--- config.mk ---
export PLATFORM = sky130hd
export DESIGN_NAME = cunit_pipe
export DESIGN_NICKNAME = d
export VERILOG_FILES = /design/src/rtl/cunit_pipe.sv
export SDC_FILE = /design/constraint.sdc
export NUM_CORES = 1
export LEC_CHECK = 0
export ABC_AREA = 1
export CORE_UTILIZATION = 51
export DETAILED_ROUTE_END_ITERATION = 6
export PLACE_DENSITY = 0.87
export SLEW_MARGIN = 0
export SYNTH_ARGS = -nofsm -noshare
export SYNTH_HDL_FRONTEND = slang
export SYNTH_SLANG_ARGS = --single-unit
--- constraint.sdc ---
create_clock -name clk -period 2.89 [get_ports clk]
set_input_delay 0.578 -clock clk [delete_from_list [all_inputs] [get_ports clk]]
set_output_delay 0.578 -clock clk [all_outputs]
set_load 0.01 [all_outputs]
--- src/rtl/cunit_pipe.sv ---
// cunit_pipe -- pipelined main control unit for the 5-stage MIPS core.
//
// Decodes the opcode held in IF/ID and carries the resulting control word
// through internal ID/EX, EX/MEM and MEM/WB registers, so each control group
// is presented in the stage that consumes it. Supports hazard stalls (bubble
// into ID/EX), branch flushes (kill ID/EX and EX/MEM), an illegal-opcode
// flag travelling with the EX-stage word, and a saturating bubble counter.
//
// Optional feature macro: CUNIT_JUMP_EN
//   defined   -> adds mem_jump output; opcode 000010 (J) decodes legally
//   undefined -> no mem_jump port; opcode 000010 is illegal
//
// Parameters:
//   OPW   opcode width (only the 6-bit MIPS encodings are legal; any set
//         upper bit makes the opcode illegal)
//   AOPW  ALU-op width (>= 3, table values zero-extended)
//   CNTW  bubble counter width
//
// Ports:
//   clk, rst                      clock, asynchronous active-high reset
//   op_in, op_valid               opcode from IF/ID and its valid flag
//   stall, flush                  hazard bubble request, branch kill
//   ex_regds, ex_alusrc, ex_aop   EX-stage controls
//   ex_valid, illegal             EX stage holds a real / undecodable instr
//   mem_branch, mem_mread,
//   mem_mwrite, (mem_jump)        MEM-stage controls
//   wb_mtor, wb_urw               WB-stage controls
//   bubble_cnt                    stall/flush bubbles since reset, saturating
// All outputs are driven straight from registers.

module cunit_pipe #(
  parameter int unsigned OPW  = 6,
  parameter int unsigned AOPW = 3,
  parameter int unsigned CNTW = 8
) (
  input  logic            clk,
  input  logic            rst,
  input  logic [OPW-1:0]  op_in,
  input  logic            op_valid,
  input  logic            stall,
  input  logic            flush,
  output logic            ex_regds,
  output logic            ex_alusrc,
  output logic [AOPW-1:0] ex_aop,
  output logic            ex_valid,
  output logic            mem_branch,
  output logic            mem_mread,
  output logic            mem_mwrite,
`ifdef CUNIT_JUMP_EN
  output logic            mem_jump,
`endif
  output logic            wb_mtor,
  output logic            wb_urw,
  output logic            illegal,
  output logic [CNTW-1:0] bubble_cnt
);

  // Size-cast opcodes so that any nonzero upper bit (OPW > 6) fails to match.
  localparam logic [OPW-1:0] OP_RTYPE = OPW'(6'b000000);
  localparam logic [OPW-1:0] OP_LW    = OPW'(6'b100011);
  localparam logic [OPW-1:0] OP_SW    = OPW'(6'b101011);
  localparam logic [OPW-1:0] OP_BEQ   = OPW'(6'b000100);
  localparam logic [OPW-1:0] OP_ADDI  = OPW'(6'b001000);
  localparam logic [OPW-1:0] OP_ANDI  = OPW'(6'b001100);
  localparam logic [OPW-1:0] OP_ORI   = OPW'(6'b001101);
  localparam logic [OPW-1:0] OP_SLTI  = OPW'(6'b001010);
`ifdef CUNIT_JUMP_EN
  localparam logic [OPW-1:0] OP_J     = OPW'(6'b000010);
`endif

  // Full control word as held in ID/EX; an all-zero value is a bubble.
  typedef struct packed {
    logic            regds;
    logic            alusrc;
    logic [AOPW-1:0] aop;
    logic            valid;
    logic            illegal;
    logic            branch;
    logic            mread;
    logic            mwrite;
`ifdef CUNIT_JUMP_EN
    logic            jump;
`endif
    logic            mtor;
    logic            urw;
  } idex_t;

  // EX/MEM keeps only the MEM and WB groups.
  typedef struct packed {
    logic branch;
    logic mread;
    logic mwrite;
`ifdef CUNIT_JUMP_EN
    logic jump;
`endif
    logic mtor;
    logic urw;
  } exmem_t;

  typedef struct packed {
    logic mtor;
    logic urw;
  } memwb_t;

  idex_t           dec;
  idex_t           idex_q,  idex_d;
  exmem_t          exmem_q, exmem_d;
  memwb_t          memwb_q, memwb_d;
  logic [CNTW-1:0] cnt_q,   cnt_d;
  logic            bubble_req;

  // Opcode decode; fields not listed for an opcode stay 0.
  always_comb begin
    dec       = '0;
    dec.valid = 1'b1;
    case (op_in)
      OP_RTYPE: begin
        dec.regds = 1'b1; dec.mtor = 1'b1; dec.aop = AOPW'(3'b010);
        dec.urw   = 1'b1;
      end
      OP_LW: begin
        dec.mread  = 1'b1; dec.mtor = 1'b1; dec.aop = AOPW'(3'b011);
        dec.alusrc = 1'b1; dec.urw  = 1'b1;
      end
      OP_SW: begin
        dec.regds  = 1'b1; dec.aop = AOPW'(3'b011); dec.mwrite = 1'b1;
        dec.alusrc = 1'b1;
      end
      OP_BEQ: begin
        dec.branch = 1'b1; dec.aop = AOPW'(3'b001);
      end
      OP_ADDI: begin
        dec.regds  = 1'b1; dec.mtor = 1'b1; dec.aop = AOPW'(3'b011);
        dec.alusrc = 1'b1; dec.urw  = 1'b1;
      end
      OP_ANDI: begin
        dec.regds  = 1'b1; dec.mtor = 1'b1; dec.aop = AOPW'(3'b101);
        dec.alusrc = 1'b1; dec.urw  = 1'b1;
      end
      OP_ORI: begin
        dec.regds  = 1'b1; dec.mtor = 1'b1; dec.aop = AOPW'(3'b110);
        dec.alusrc = 1'b1; dec.urw  = 1'b1;
      end
      OP_SLTI: begin
        dec.regds  = 1'b1; dec.mtor = 1'b1; dec.aop = AOPW'(3'b100);
        dec.alusrc = 1'b1; dec.urw  = 1'b1;
      end
`ifdef CUNIT_JUMP_EN
      OP_J: begin
        dec.jump = 1'b1;
      end
`endif
      default: begin
        dec.illegal = 1'b1;
      end
    endcase
  end

  // Flush takes priority over stall, but both put a bubble into ID/EX and
  // both count; only flush also kills EX/MEM.
  assign bubble_req = flush | stall;

  always_comb begin
    idex_d  = '0;
    exmem_d = '0;
    memwb_d = '0;
    cnt_d   = cnt_q;

    if (!bubble_req && op_valid) begin
      idex_d = dec;
    end

    if (!flush) begin
      exmem_d.branch = idex_q.branch;
      exmem_d.mread  = idex_q.mread;
      exmem_d.mwrite = idex_q.mwrite;
`ifdef CUNIT_JUMP_EN
      exmem_d.jump   = idex_q.jump;
`endif
      exmem_d.mtor   = idex_q.mtor;
      exmem_d.urw    = idex_q.urw;
    end

    memwb_d.mtor = exmem_q.mtor;
    memwb_d.urw  = exmem_q.urw;

    if (bubble_req && (cnt_q != '1)) begin
      cnt_d = cnt_q + CNTW'(1);
    end
  end

  always_ff @(posedge clk or posedge rst) begin
    if (rst) begin
      idex_q  <= '0;
      exmem_q <= '0;
      memwb_q <= '0;
      cnt_q   <= '0;
    end else begin
      idex_q  <= idex_d;
      exmem_q <= exmem_d;
      memwb_q <= memwb_d;
      cnt_q   <= cnt_d;
    end
  end

  assign ex_regds   = idex_q.regds;
  assign ex_alusrc  = idex_q.alusrc;
  assign ex_aop     = idex_q.aop;
  assign ex_valid   = idex_q.valid;
  assign illegal    = idex_q.illegal;
  assign mem_branch = exmem_q.branch;
  assign mem_mread  = exmem_q.mread;
  assign mem_mwrite = exmem_q.mwrite;
`ifdef CUNIT_JUMP_EN
  assign mem_jump   = exmem_q.jump;
`endif
  assign wb_mtor    = memwb_q.mtor;
  assign wb_urw     = memwb_q.urw;
  assign bubble_cnt = cnt_q;

endmodule

Word level (Yosys, flattened, before mapping)

Index checks and enable logic that the tools add are counted.

Memory bits (writable): 0
Input port bits: 11
Latch bits: 0
Register bits: 27
Memories: 0
Word-level logic and storage cells: 47
Bits in read-only memories: 0

Divide/modulo/power cells: 0
Multiply operators: 0
Equality and inequality tests: 8
Bitwise logic cells: 1
Reductions and logical operators: 9
Multiplexer cells: 10
Add/subtract/negate cells: 1
Shift operators: 0
Magnitude comparators: 0

Operators with widths:

| operator            | count |
|---|---|
| $eq 6x4->1 const B  | 4 |
| $pmux 3 s6          | 1 |
| $reduce_or 6->1     | 3 |
| $eq 6x6->1 const B  | 2 |
| $mux 12             | 1 |
| $add 8x1->8 const B | 1 |
| $ne 8x8->1 const B  | 1 |
| $reduce_or 8->1     | 1 |
| $eq 6x3->1 const B  | 1 |
| $logic_not 6->1     | 1 |
| $mux 1              | 6 |
| $mux 5              | 1 |
| $reduce_or 3->1     | 1 |
| $logic_and 1x1->1   | 2 |
| $mux 2              | 1 |
| $logic_not 1->1     | 1 |
| $or 1x1->1          | 1 |

Depth between registers and ports, before layout

Gate-level depths: netlist of run 1.

Word-level depth: 4
Depth in mapped cells: 8
Gate-level depth less buffers: 8

Least setup slack after synthesis of run 1

Ideal clock, no wire load.

Path type: reg2reg
Start point: register cnt_q[0] (netlist: bubble_cnt[0])
End point: register cnt_q[4] (netlist: bubble_cnt[4])
Arrival: 1133 ps
Cell stages (with the launch flop): 9
Required time: 2774 ps
Setup slack: 1641 ps
Library setup time: 116 ps
Period minus slack after synthesis: 1249 ps
Cells stage by stage: dfrtp_1 ha_1 nand2_2 nor2_4 nand2_4 nand2_8 inv_6 nand2_1 nand2_1

Word-level cells in the longest chain between the ends: 2

Ends and longest elaborated chain:

| what                                                                | line | RTL |
|---|---|---|
| from (decl)                                                         | 109  | `logic [CNTW-1:0] cnt_q, cnt_d;` |
| from (signal assigned)                                              | 202  | `cnt_q <= cnt_d;` |
| parallel branches: the longest is 2 deep, another holds $add 8x1->8 | -    |  |

Several ways; the timed one is not identified.
A chain may end at the register's enable or synchronous reset.

Worst setup path in the final report of run 1

Start point: register cnt_q[2] (netlist: bubble_cnt[2])
End point: output port bubble_cnt[2]

RTL lines:

| what      | line | RTL |
|---|---|---|
| to (decl) | 55   | `output logic [CNTW-1:0] bubble_cnt` |

No word-level cell between the ends.

==> impl_metrics.py, run 1 <==
metrics = {
    "outcome": {
        "status": "finished clean",
    },
    "timing": {
        "finalSetupViolCount": 0,
        "fin_crit_sh": 0.680,
        "hold_violations": 0,
        "worst_pin_slew_ns": 0.904,
        "rsz0062_at_grt": "false",
        "max-slew-margin-rel": 0.397,
        "period_minus_slack_ns": 1.97,
        "max_freq_mhz": 509,
        "fin_tns_setup_ns": 0,
        "maxSlewViolCount": 0,
        "skew_ns": 0.0130,
    },
    "synthesis": {
        "yosys-top-cells-area": "dfrtp_1, nand2_1, inv_1",
        "yosysTopAreaCell": "dfrtp_1",
        "synth_top_cell_area_share": 0.500,
        "ys_ff_latch": 24,
        "syn-cell-area_mm2": 0.00120,
        "yosysWarnings": 0,
        "ys_seq_area_frac": 0.500,
        "synthCells": 146,
        "syn_nets": 158,
        "avgSynthCellArea_um2": 8.23,
        "synth_cell_types": 20,
    },
    "clock_tree": {
        "cts_setup_buffers": 0,
        "tritoncts": "done",
        "clock_sink_count": 24,
        "insertion_delay_ns": 0.32,
        "cts_hold_buf": 0,
        "numCtsBuffers": 3,
        "cts_resized": 0,
        "htreeDepth": 1,
        "root_buffer": "clkbuf_4",
        "cts.clk_slew.worst_paths_ns": 0.13,
        "cts_buffer_depth": 2,
    },
    "global_route": {
        "grt_max_degree": 25,
        "antenna_found_initial": 0,
        "grt_use_met1": 0.224,
        "grt_pass1_wl_mm": 4.02,
        "grt_util_all_layers": 0.217,
        "use_met2": 0.396,
        "grtUsageMet3": 0.0515,
        "overflow": 0,
        "first_global_vias": 969,
        "top_usage_layer": "met2",
    },
    "power_and_ir_drop": {
        "leakage_nw": 0.818,
        "p_per_area_mw_per_mm2": 557,
        "peakVddDrop_uv": 332,
    },
    "routing": {
        "post_drt_wl_per_cell_um": 12.0,
        "drt_iter0_markers": 15,
        "num_vias": 1017,
        "viasPerCell": 4.99,
        "drc": 0,
        "wirelength_mm": 2.45,
        "ant_nets": 0,
        "dr.pass1.iters": 4,
    },
    "finish": {
        "finalInstanceArea_mm2": 0.00154,
        "drive_above_1_share": 0.0852,
        "syn_to_final_growth_pct": 28.4,
        "diodes": 0,
        "num-fill-cells": 174,
        "nets": 189,
    },
    "floorplanning": {
        "initial_core_util": 0.543,
        "placementRows": 17,
        "die_w_um": 50.5,
        "core-area_mm2": 0.00221,
        "io_pins": 31,
        "dieHeight_um": 50.5,
        "die_area_mm2": 0.00255,
    },
    "setup_path": {
        "arrival_ns": 1.39,
        "cp_cell_sequence": "clkdlybuf4s50_1",
        "cp_top_family": "buffers and inverters",
        "cp-start-kind": "flop",
        "crit_path_start": "bubble_cnt[2]$_DFFE_PP0P_",
        "cpPeakStageDelay_ns": 0.58,
        "worstSetupPathType": "flop to primary output",
        "r2r_slack_ns": 1.53,
        "r2r-start": "bubble_cnt[0]$_DFFE_PP0P_",
        "cp.required_ns": 2.31,
        "cp-end-kind": "primary output",
        "slowest_stage": "clkdlybuf4s50_1",
        "crit_fanout": 6,
        "crit_buf_inv": 1,
    },
    "placed_design": {
        "io_buffers": 30,
        "dpl_cell_area_mm2": 0.00151,
        "dpl.hpwl_mm": 1.89,
        "gp_congestion": 0.828,
    },
    "job": {
        "drv_cap": 0,
    },
    "hold_path": {
        "hp-class": "flop to flop",
        "hp-start": "exmem_q[1]$_DFF_PP0_",
    },
}
power by group:
| group | internal [mW] | switching (mW) |
|---|---|---|
| Clock | 0.0770 | 0.0977 |
| Combinational | 0.129 | 0.131 |
| Sequential | 0.373 | 0.0522 |
| Total | 0.579 | 0.281 |
cell families (layout without fill, tap and decap cells):
logic type | Yosys count | in the layout | share of synthesized area
AND/OR/NAND/NOR | 85 | 85 | 0.344
buffers and inverters | 32 | 62 | 0.117
flip-flops | 24 | 24 | 0.500
XOR/XNOR | 3 | 3 | 0.0219
adder cells (fa/ha/maj) | 1 | 1 | 0.0104
AO/OA/AOI/OAI | 1 | 1 | 0.00729
Yosys cell counts:
cell type,number
o21ai_2,1
nand2_2,1
inv_1,26
buf_4,4
nand2_8,1
nand3_1,16
inv_6,1
nand3b_1,1
xnor2_1,1
nand2_4,2
xor2_1,2
nor2_4,3
nand4_1,4
nor2_1,19
nor3_1,1
nor2_2,1
dfrtp_1,24
inv_2,1
nand2_1,36
ha_1,1
placed cells by master (no fill, tap or decap):
cell type	synthesis	final
inv_2	1	1
dfrtp_1	24	24
inv_6	1	1
ha_1	1	1
clkbuf_4	0	3
nor2_4	3	3
xor2_1	2	2
nand3_1	16	16
nand2_1	36	36
inv_1	26	26
nand2_2	1	1
clkbuf_8	0	1
nand4_1	4	4
nand3b_1	1	1
nor3_1	1	1
clkdlybuf4s50_1	0	30
nor2_2	1	1
nor2_1	19	19
o21ai_2	1	1
nand2_8	1	1
nand2_4	2	2
xnor2_1	1	1
area by class of cell:
cell class | instances | area (um2) | share of cell area
clock buffer | 4 | 36.3 | 0.0235
inverter | 28 | 110 | 0.0714
multi-input combinational | 90 | 460 | 0.298
sequential | 24 | 601 | 0.389
tap | 28 | 35.0 | 0.0227
timing repair buffer | 30 | 300 | 0.195
worst paths after layout:
| check | cells past startpoint | to |
|---|---|---|
| setup reg to reg | 8 | bubble_cnt[4]$_DFFE_PP0P_ |
| hold / removal | 0 | wb_mtor$_DFF_PP0_ |
| min in group asynchronous | 2 | idex_q[1]$_DFF_PP0_ |
| hold reg to reg | 0 | wb_mtor$_DFF_PP0_ |
| max in group asynchronous | 2 | bubble_cnt[5]$_DFFE_PP0P_ |
| setup / recovery | 1 | bubble_cnt[2] |
metrics by stage:
step	total power [mW]	hold WS, ns	std cells	worst slack, ns	util
final	0.860	0.365	204	0.924	0.697
after global routing	0.907	0.374	204	0.883	0.697
after CTS	0.862	0.369	204	0.928	0.697
after detailed placement	0.686	0.342	200	1.08	0.681
after global placement	0.672	0.332	200	1.15	0.681
after floorplan	0.563	0.331	146	1.64	-
worst reg2reg max path, cell delays in order, from the launching register on:
cell and delay, ns:
dfrtp_1 0.45, ha_1 0.24, nand2_2 0.09, nor2_4 0.13, nand2_4 0.09, nand2_8 0.10, inv_6 0.05, nand2_1 0.06
nand2_1 0.05
state kept, by name, indices dropped and copies added (netlist names):
signal and count:
ex_aop 3, ex_alusrc 1, ex_regds 1, mem_branch 1, mem_mread 1, wb_mtor 1
exmem_q 1, illegal 1, idex_q 4, bubble_cnt 8, ex_valid 1, mem_mwrite 1
metal layers:
metal	routed length [um]	vias up
met5	0	-
met3	99	6
met4	61	0
met2	1340	38
li1	-	502
met1	946	471
Note: power is estimated with default switching activity, not from simulation.
==> inputs of run 2 (changes only) <==
CORE_UTILIZATION = 47   (was 51)
PLACE_DENSITY = 0.81   (was 0.87)
clock period = 2 ns   (was 2.89 ns; I/O delays follow)
==> impl_metrics.py, run 2 (same netlist as run 1, synthesis figures left out) <==
metrics = {
    "power_and_ir_drop": {
        "p_int_uw": 927,
        "sequentialPowerShare": 0.457,
        "p_per_area_mw_per_mm2": 855,
        "switching_share": 0.308,
        "comb_power_share": 0.276,
        "p_clk_frac": 0.267,
        "peakVddDrop_uv": 671,
        "leakage_nw": 0.830,
        "p_switching_uw": 413,
    },
    "timing": {
        "worst_pin_slew_ns": 0.328,
        "fin_tns_setup_ns": 0,
        "skew_ns": 0.00191,
        "max-slew-margin-rel": 0.780,
        "fin_crit_sh": 0.901,
        "finalSetupViolCount": 0,
        "rsz0062_at_grt": "false",
        "max_freq_mhz": 555,
        "hold_violations": 0,
        "maxSlewViolCount": 0,
        "period_minus_slack_ns": 1.80,
        "hold_ws_ns": 0.374,
    },
    "setup_path": {
        "r2r-start": "bubble_cnt[1]$_DFFE_PP0P_",
        "cp.required_ns": 1.60,
        "crit_buf_inv": 1,
        "path_depth": 1,
        "crit_fanout": 6,
        "cp-endpoint": "bubble_cnt[2]",
        "cp_top_family": "buffers and inverters",
        "arrival_ns": 1.40,
        "slowest_stage": "clkdlybuf4s50_1",
        "cp_cell_sequence": "clkdlybuf4s50_1",
        "cp-start-kind": "flop",
        "cp-end-kind": "primary output",
        "rr_worst_depth": 8,
        "crit_path_start": "bubble_cnt[2]$_DFFE_PP0P_",
        "timing.rr.end": "bubble_cnt[1]$_DFFE_PP0P_",
        "cpPeakStageDelay_ns": 0.59,
        "r2r_slack_ns": 0.68,
        "worstSetupPathType": "flop to primary output",
    },
    "clock_tree": {
        "htreeDepth": 1,
        "cts_hold_buf": 0,
        "numCtsBuffers": 3,
        "cts_resized": 0,
        "cts_buffer_depth": 2,
        "tritoncts": "done",
        "cts.clk_slew.worst_paths_ns": 0.14,
        "insertion_delay_ns": 0.32,
        "cts_setup_buffers": 0,
        "root_buffer": "clkbuf_4",
        "clock_sink_count": 24,
    },
    "outcome": {
        "status": "finished clean",
    },
    "global_route": {
        "grt_util_all_layers": 0.197,
        "overflow": 0,
        "grt_max_degree": 25,
        "antenna_found_initial": 0,
        "first_global_vias": 968,
        "grt_pass1_wl_mm": 3.92,
    },
    "finish": {
        "regArea_um2": 601,
        "diodes": 0,
        "nets": 190,
        "largest_reg_flops": 8,
        "final_common_cell": "nand2_1",
        "num-fill-cells": 184,
        "drive_above_1_share": 0.0904,
        "final_cell_mix": "nand2_1, clkdlybuf4s50_1, inv_1, dfrtp_1, nor2_1",
        "multi_input_area_um2": 460,
        "syn_to_final_growth_pct": 30.4,
    },
    "routing": {
        "post_drt_wl_per_cell_um": 11.4,
        "ant_nets": 0,
        "wirelength_mm": 2.33,
        "drc": 0,
        "viasPerCell": 4.97,
        "drt_iter0_markers": 17,
        "num_vias": 1018,
        "dr.pass1.iters": 4,
    },
    "placed_design": {
        "dpl.hpwl_mm": 1.74,
        "io_buffers": 30,
        "gp_congestion": 0.869,
    },
    "hold_path": {
        "hp-class": "flop to flop",
    },
    "floorplanning": {
        "initial_core_util": 0.518,
        "io_pins": 31,
        "dieHeight_um": 52.6,
        "core-area_mm2": 0.00232,
        "placementRows": 17,
        "die_w_um": 52.6,
        "die_area_mm2": 0.00276,
    },
    "job": {
        "drv_cap": 0,
    },
}
[run 2: changes by cell type in the layout (fill, tap and decap cells not counted), sizes merged]
cell    previous run  this run
bufinv             0         1
clkbuf             4         3
buf                0         1
[run 2: worst register-to-register path: stages, from the launching register on]
cell     delay (ns)
dfrtp_1        0.44
ha_1           0.22
nand2_2        0.09
nor2_4         0.14
nand2_4        0.09
nand2_8        0.10
inv_6          0.04
nand2_1        0.05
nand2_1        0.06
[run 2: power by group through the flow]
stage / combinational [mW] / sequential [mW] / clock [mW]
finish: 0.370 / 0.612 / 0.357
CTS: 0.373 / 0.613 / 0.359
global route: 0.410 / 0.624 / 0.378
floorplan: 0.177 / 0.636 / 0
global placement: 0.357 / 0.619 / 0
detailed placement: 0.370 / 0.622 / 0
[run 2: cell type report]
| cell class | count | area share |
|---|---|---|
| Clock buffer | 3 | 0.0144 |
| Clock inverter | 1 | 0.0192 |
| Inverter | 28 | 0.0703 |
| Multi-Input combinational cell | 90 | 0.294 |
| Sequential cell | 24 | 0.383 |
| Tap cell | 28 | 0.0224 |
| Timing Repair Buffer | 31 | 0.196 |
[run 2: worst min path at each step]
stage	from	end	slack [ns]	depth (start not counted)
finish	exmem_q[1]$_DFF_PP0_	wb_mtor$_DFF_PP0_	0.37	0
global route	exmem_q[1]$_DFF_PP0_	wb_mtor$_DFF_PP0_	0.39	0
CTS	exmem_q[1]$_DFF_PP0_	wb_mtor$_DFF_PP0_	0.37	0
detailed placement	exmem_q[1]$_DFF_PP0_	wb_mtor$_DFF_PP0_	0.34	0
global placement	exmem_q[1]$_DFF_PP0_	wb_mtor$_DFF_PP0_	0.33	0
floorplan	exmem_q[1]$_DFF_PP0_	wb_mtor$_DFF_PP0_	0.33	0
[run 2: layer usage]
layer / track usage / share of wire / up-vias
met2: 0.357 / 0.51 / 28
met4: 0.114 / 0.021 / 0
met5: 0 / 0 / -
li1: - / - / 504
met3: 0.0174 / 0.032 / 5
met1: 0.223 / 0.44 / 481
[run 2: per-stage QoR]
step	power (mW)	setup WS [ns]	utilization	area (um2)	instances
after floorplan	0.813	0.751	-	1200	146
final	1.34	0.197	0.676	1570	205
after CTS	1.34	0.202	0.676	1570	205
after detailed placement	0.992	0.374	0.653	1510	201
after global placement	0.976	0.414	0.653	1510	201
after global routing	1.41	0.156	0.676	1570	205
==> patch 1: new RTL, config.mk and constraints of run 2 <==
Add a define of `CUNIT_JUMP_EN`.
--- a/src/rtl/cunit_pipe.sv
+++ b/src/rtl/cunit_pipe.sv
@@ -27,6 +27,8 @@
 //   wb_mtor, wb_urw               WB-stage controls
 //   bubble_cnt                    stall/flush bubbles since reset, saturating
 // All outputs are driven straight from registers.
+
+`define CUNIT_JUMP_EN
 
 module cunit_pipe #(
   parameter int unsigned OPW  = 6,
Formal check against the unedited RTL (old outputs only; new: mem_jump): not equivalent (Yosys sat finds a counterexample within 4 cycles, from zero or initial values and one cycle with rst high).
==> patch 1 against run 2 <==
- via count grew 4.6%
- clock skew grew 0.0054 ns
- worst setup slack gained 0.0078 ns
- routed wire length grew 1.6%
- final area grew 5.2%
- synthesized area grew 6.4%
- die area grew 6.1%
- power grew 5.2%
- first-iteration DRC count grew 18%
- sequential cell count grew 2
==> patch 1: results (changes against run 2) <==
Synth Area in XOR/XNOR: 2.742% (+0.55 points)
Most common library cells after synthesis: nand2_1, dfrtp_1, nor2_1, inv_1, nand3_1
Port bufs: 31 (+3.3%)
Seq/Total Area, Yosys: 50.93% (+0.93 points)
Hpwl dp: 1.808 mm (+4.0%)
Adder-cell share of the synthesized area: 0.9794% (-0.062 points)
Synth Area per Inst: 8.242 µm² (+0.18%)
First-pass GRT wire length: 3.788 mm (-3.3%)
Area contributors post-synth: dfrtp_1, nand2_1, nor2_1
Layout cells sized above 1: 10.75% (+1.7 points)
Overall Global Routing Usage: 18.27% (-1.5 points)
Net Count, Synth: 167 (+5.7%)
Initial DRC Count: 20 (+3)
Peak supply drop: 0.0006905 V (+2.9%)
Via/cell ratio: 4.931 (-0.71%)
Final WL: 2.366 mm (+1.6%)
Synth Area in Compound Gates: 0.7835% (+0.054 points)
Clock Pin Slew Worst Setup and Hold Paths: 0.14 ns (about the same)
Pin count of the biggest net entering global routing: 27 (+8.0%)
Number of global-route vias before repair: 926 (-4.3%)
NumNets Final: 199 (+4.7%)
Worst Skew: 0.007275 ns (+0.005365 ns)
Internal power: 0.9843 mW (+6.2%)
Distinct cells, synth: 22 (+10%)
Final cell count without fillers: 216 (+5.4%)
Status: completed
Worst-margin pin slew: 0.3786 ns (+0.05066 ns)
## patch 1: changes by cell type in the layout (fill, tap and decap cells not counted), moves of 2 or more
cell	before	now
nand2_2	1	3
nand2_1	36	34
inv_2	1	3
inv_1	26	21
nor2_2	1	4
dfrtp_1	24	26
nor2_1	19	26
nand3_1	16	13
## patch 1: worst paths after layout
path / from / to / slack [ns] / depth (start not counted)
setup / recovery: bubble_cnt[3]$_DFFE_PP0P_ / bubble_cnt[3] / 0.21 / 1
hold / removal: exmem_q[1]$_DFF_PP0_ / wb_mtor$_DFF_PP0_ / 0.37 / 0
setup reg to reg: bubble_cnt[0]$_DFFE_PP0P_ / bubble_cnt[3]$_DFFE_PP0P_ / 0.67 / 8
hold reg to reg: exmem_q[1]$_DFF_PP0_ / wb_mtor$_DFF_PP0_ / 0.37 / 0
max in group asynchronous: rst / idex_q[5]$_DFF_PP0_ / 1.35 / 3
min in group asynchronous: rst / ex_alusrc$_DFF_PP0_ / 0.41 / 3
## patch 1: area by class of cell
cell class,count,area (µm²)
sequential,26,650.6
multi-input combinational,98,489.2
inverter,26,100.1
tap,30,37.54
fill,210,874.6
clock inverter,1,30.03
timing repair buffer,32,317.8
clock buffer,3,22.52
## patch 1: cells by family (layout without fill, tap and decap cells)
group | Yosys count | in the layout
AOI/OAI and AO/OA | 2 | 2
xor gates and xnor gates | 4 | 4
adders and majority gates | 1 | 1
buffers and inverters | 31 | 62
DFF | 26 | 26
and+or+nand+nor | 91 | 91
## patch 1: layer usage
metal | vias up | track usage, % | routed length (µm)
met1 | 495 | 20.96 | 977
met5 | - | 0 | 0
met3 | 4 | 2.825 | 108
met4 | 0 | 7.692 | 36
met2 | 39 | 33.13 | 1244
li1 | 527 | - | -
## patch 1: metrics by stage
step / cell area, µm² / hold slack [ns] / setup slack (ns)
after floorplan: 1277 / 0.3312 / 0.7477
after global placement: 1595 / 0.3321 / 0.3533
after detailed placement: 1595 / 0.3475 / 0.3244
after CTS: 1648 / 0.3787 / 0.1980
after global routing: 1648 / 0.3801 / 0.1413
final: 1648 / 0.3718 / 0.2051
## patch 1: power groups by stage
| stage | logic (mW) | clock network (mW) | registers [mW] |
|---|---|---|---|
| 6_report | 0.388 | 0.354 | 0.667 |
| 5_1_grt | 0.437 | 0.376 | 0.680 |
| 4_1_cts | 0.390 | 0.363 | 0.667 |
| 3_5_place_dp | 0.388 | 0 | 0.678 |
| 3_3_place_gp | 0.377 | 0 | 0.672 |
| 2_1_floorplan | 0.191 | 0 | 0.690 |
==> patch 2: new RTL, config.mk and constraints of run 2 <==
Without the edit above. Register the output `bubble_cnt` once more; this adds one clock of latency there. The other outputs are not delayed to match.
--- a/src/rtl/cunit_pipe.sv
+++ b/src/rtl/cunit_pipe.sv
@@ -216,7 +216,9 @@
 `endif
   assign wb_mtor    = memwb_q.mtor;
   assign wb_urw     = memwb_q.urw;
-  assign bubble_cnt = cnt_q;
+  always_ff @(posedge clk) begin
+    bubble_cnt <= cnt_q;
+  end
 
 endmodule
 
Check against the original RTL: not equivalent (Yosys sat finds a counterexample within 4 cycles, from zero or initial values and one cycle with rst high).
==> patch 2 against run 2 <==
- power increased by 17%
- utilization shrank 4.2 points
- synthesized area up 14%
- maximum frequency up 13%
- routed wire length up 0.34%
- via count up 3.2%
- sequential cell count increased by 8
- final area rose by 12%
- worst setup slack improved by 0.20 ns
- largest cell class unchanged
==> patch 2: results (changes against run 2) <==
Status: completed
Clock Power Share: 23.5% (-3.2 points)
Clk buf depth: 2 (unchanged)
Worst Skew: 0.004374 ns (+0.002464 ns)
Critical Path Sink: illegal
CP max FO: 1 (-5)
Area after DPL: 0.001689 mm² (+12%)
Max incr delay on CP: 0.53 ns (-0.06 ns)
Initial DRC Count: 34 (+17)
NumNets Final: 198 (+4.2%)
Hpwl dp: 1.797 mm (+3.4%)
DR vias: 1051 (+3.2%)
# H-tree levels: 2 (+1)
Distinct cells, synth: 22 (+10%)
Via/cell ratio: 4.821 (-2.9%)
Tcrit/Tclk final: 80.03% (-10 points)
Overall Global Routing Usage: 17.45% (-2.3 points)
FF-to-FF path depth: 7 (-1)
Clk pwr: 0.368 mW (+3%)
Layout cells sized above 1: 10.70% (+1.7 points)
Dpl cells: 210 (+4.5%)
Net Count, Synth: 164 (+3.8%)
Static leakage: 0.8909 nW (+7.4%)
Reg-to-reg endpoint: cnt_q[2]$_DFFE_PP0P_
Async set-or-reset flop fraction in the synthesized netlist: 75.00% (-25 points)
RR Startpoint: cnt_q[0]$_DFFE_PP0P_
Psw: 0.4524 mW (+9.6%)
First-pass GRT wire length: 4.181 mm (+6.7%)
Seq/Total Area, Yosys: 55.42% (+5.4 points)
Worst hold margin: 0.3519 ns (-0.02173 ns)
Area contributors post-synth: dfrtp_1, dfxtp_1, nand2_1
Clock Pin Slew Worst Setup and Hold Paths: 0.09 ns (-0.05 ns)
Metal2 WL: 1.279 mm (+7.8%)
Max-cap violations: 0 (unchanged)
Metal3 WL: 125 µm (+69%)
Slew margin rel.: 80.04% (+2.1 points)
Most common library cells after synthesis: nand2_1, dfrtp_1, inv_1, nor2_1, nand3_1
Metal-1 WL: 915 µm (-10%)
Wirelength per Cell: 10.72 µm (-5.6%)
CTS buffer count: 5 (+2)
Pre-CTS WS: 0.3902 ns (+0.01644 ns)
Crit path from: illegal$_DFF_PP0_
Mapped Cells: 152 (+4.1%)
Global placer's final weighted congestion: 0.8241 (-5.2%)
Peak supply drop: 0.0006744 V (+0.47%)
WP data arrival: 1.20 ns (-0.20 ns)
Number of global-route vias before repair: 1039 (+7.3%)
-- patch 2: metal layers --
layer	up-vias	GRT usage, %
li1	528	-
met1	484	17.67
met2	37	32.14
met3	2	5.814
met4	0	7.666
met5	-	0
-- patch 2: cells by family (layout without fill, tap and decap cells) --
logic type,after synthesis,after routing,synth area share [%]
buf+inv,30,65,9.753
compound gates,1,1,0.6382
xor+xnor,3,3,1.915
fa+ha+maj,1,1,0.9114
flops,32,32,55.42
simple gates,85,85,31.36
-- patch 2: area by class of cell --
| cell class | instances | area, µm² |
|---|---|---|
| fillers | 240 | 1010 |
| flip-flops and latches | 32 | 760.7 |
| multi-input cells | 90 | 478.0 |
| repair buffers | 31 | 307.8 |
| inverters | 26 | 103.9 |
| clock buffers | 8 | 58.81 |
| well taps | 31 | 38.79 |
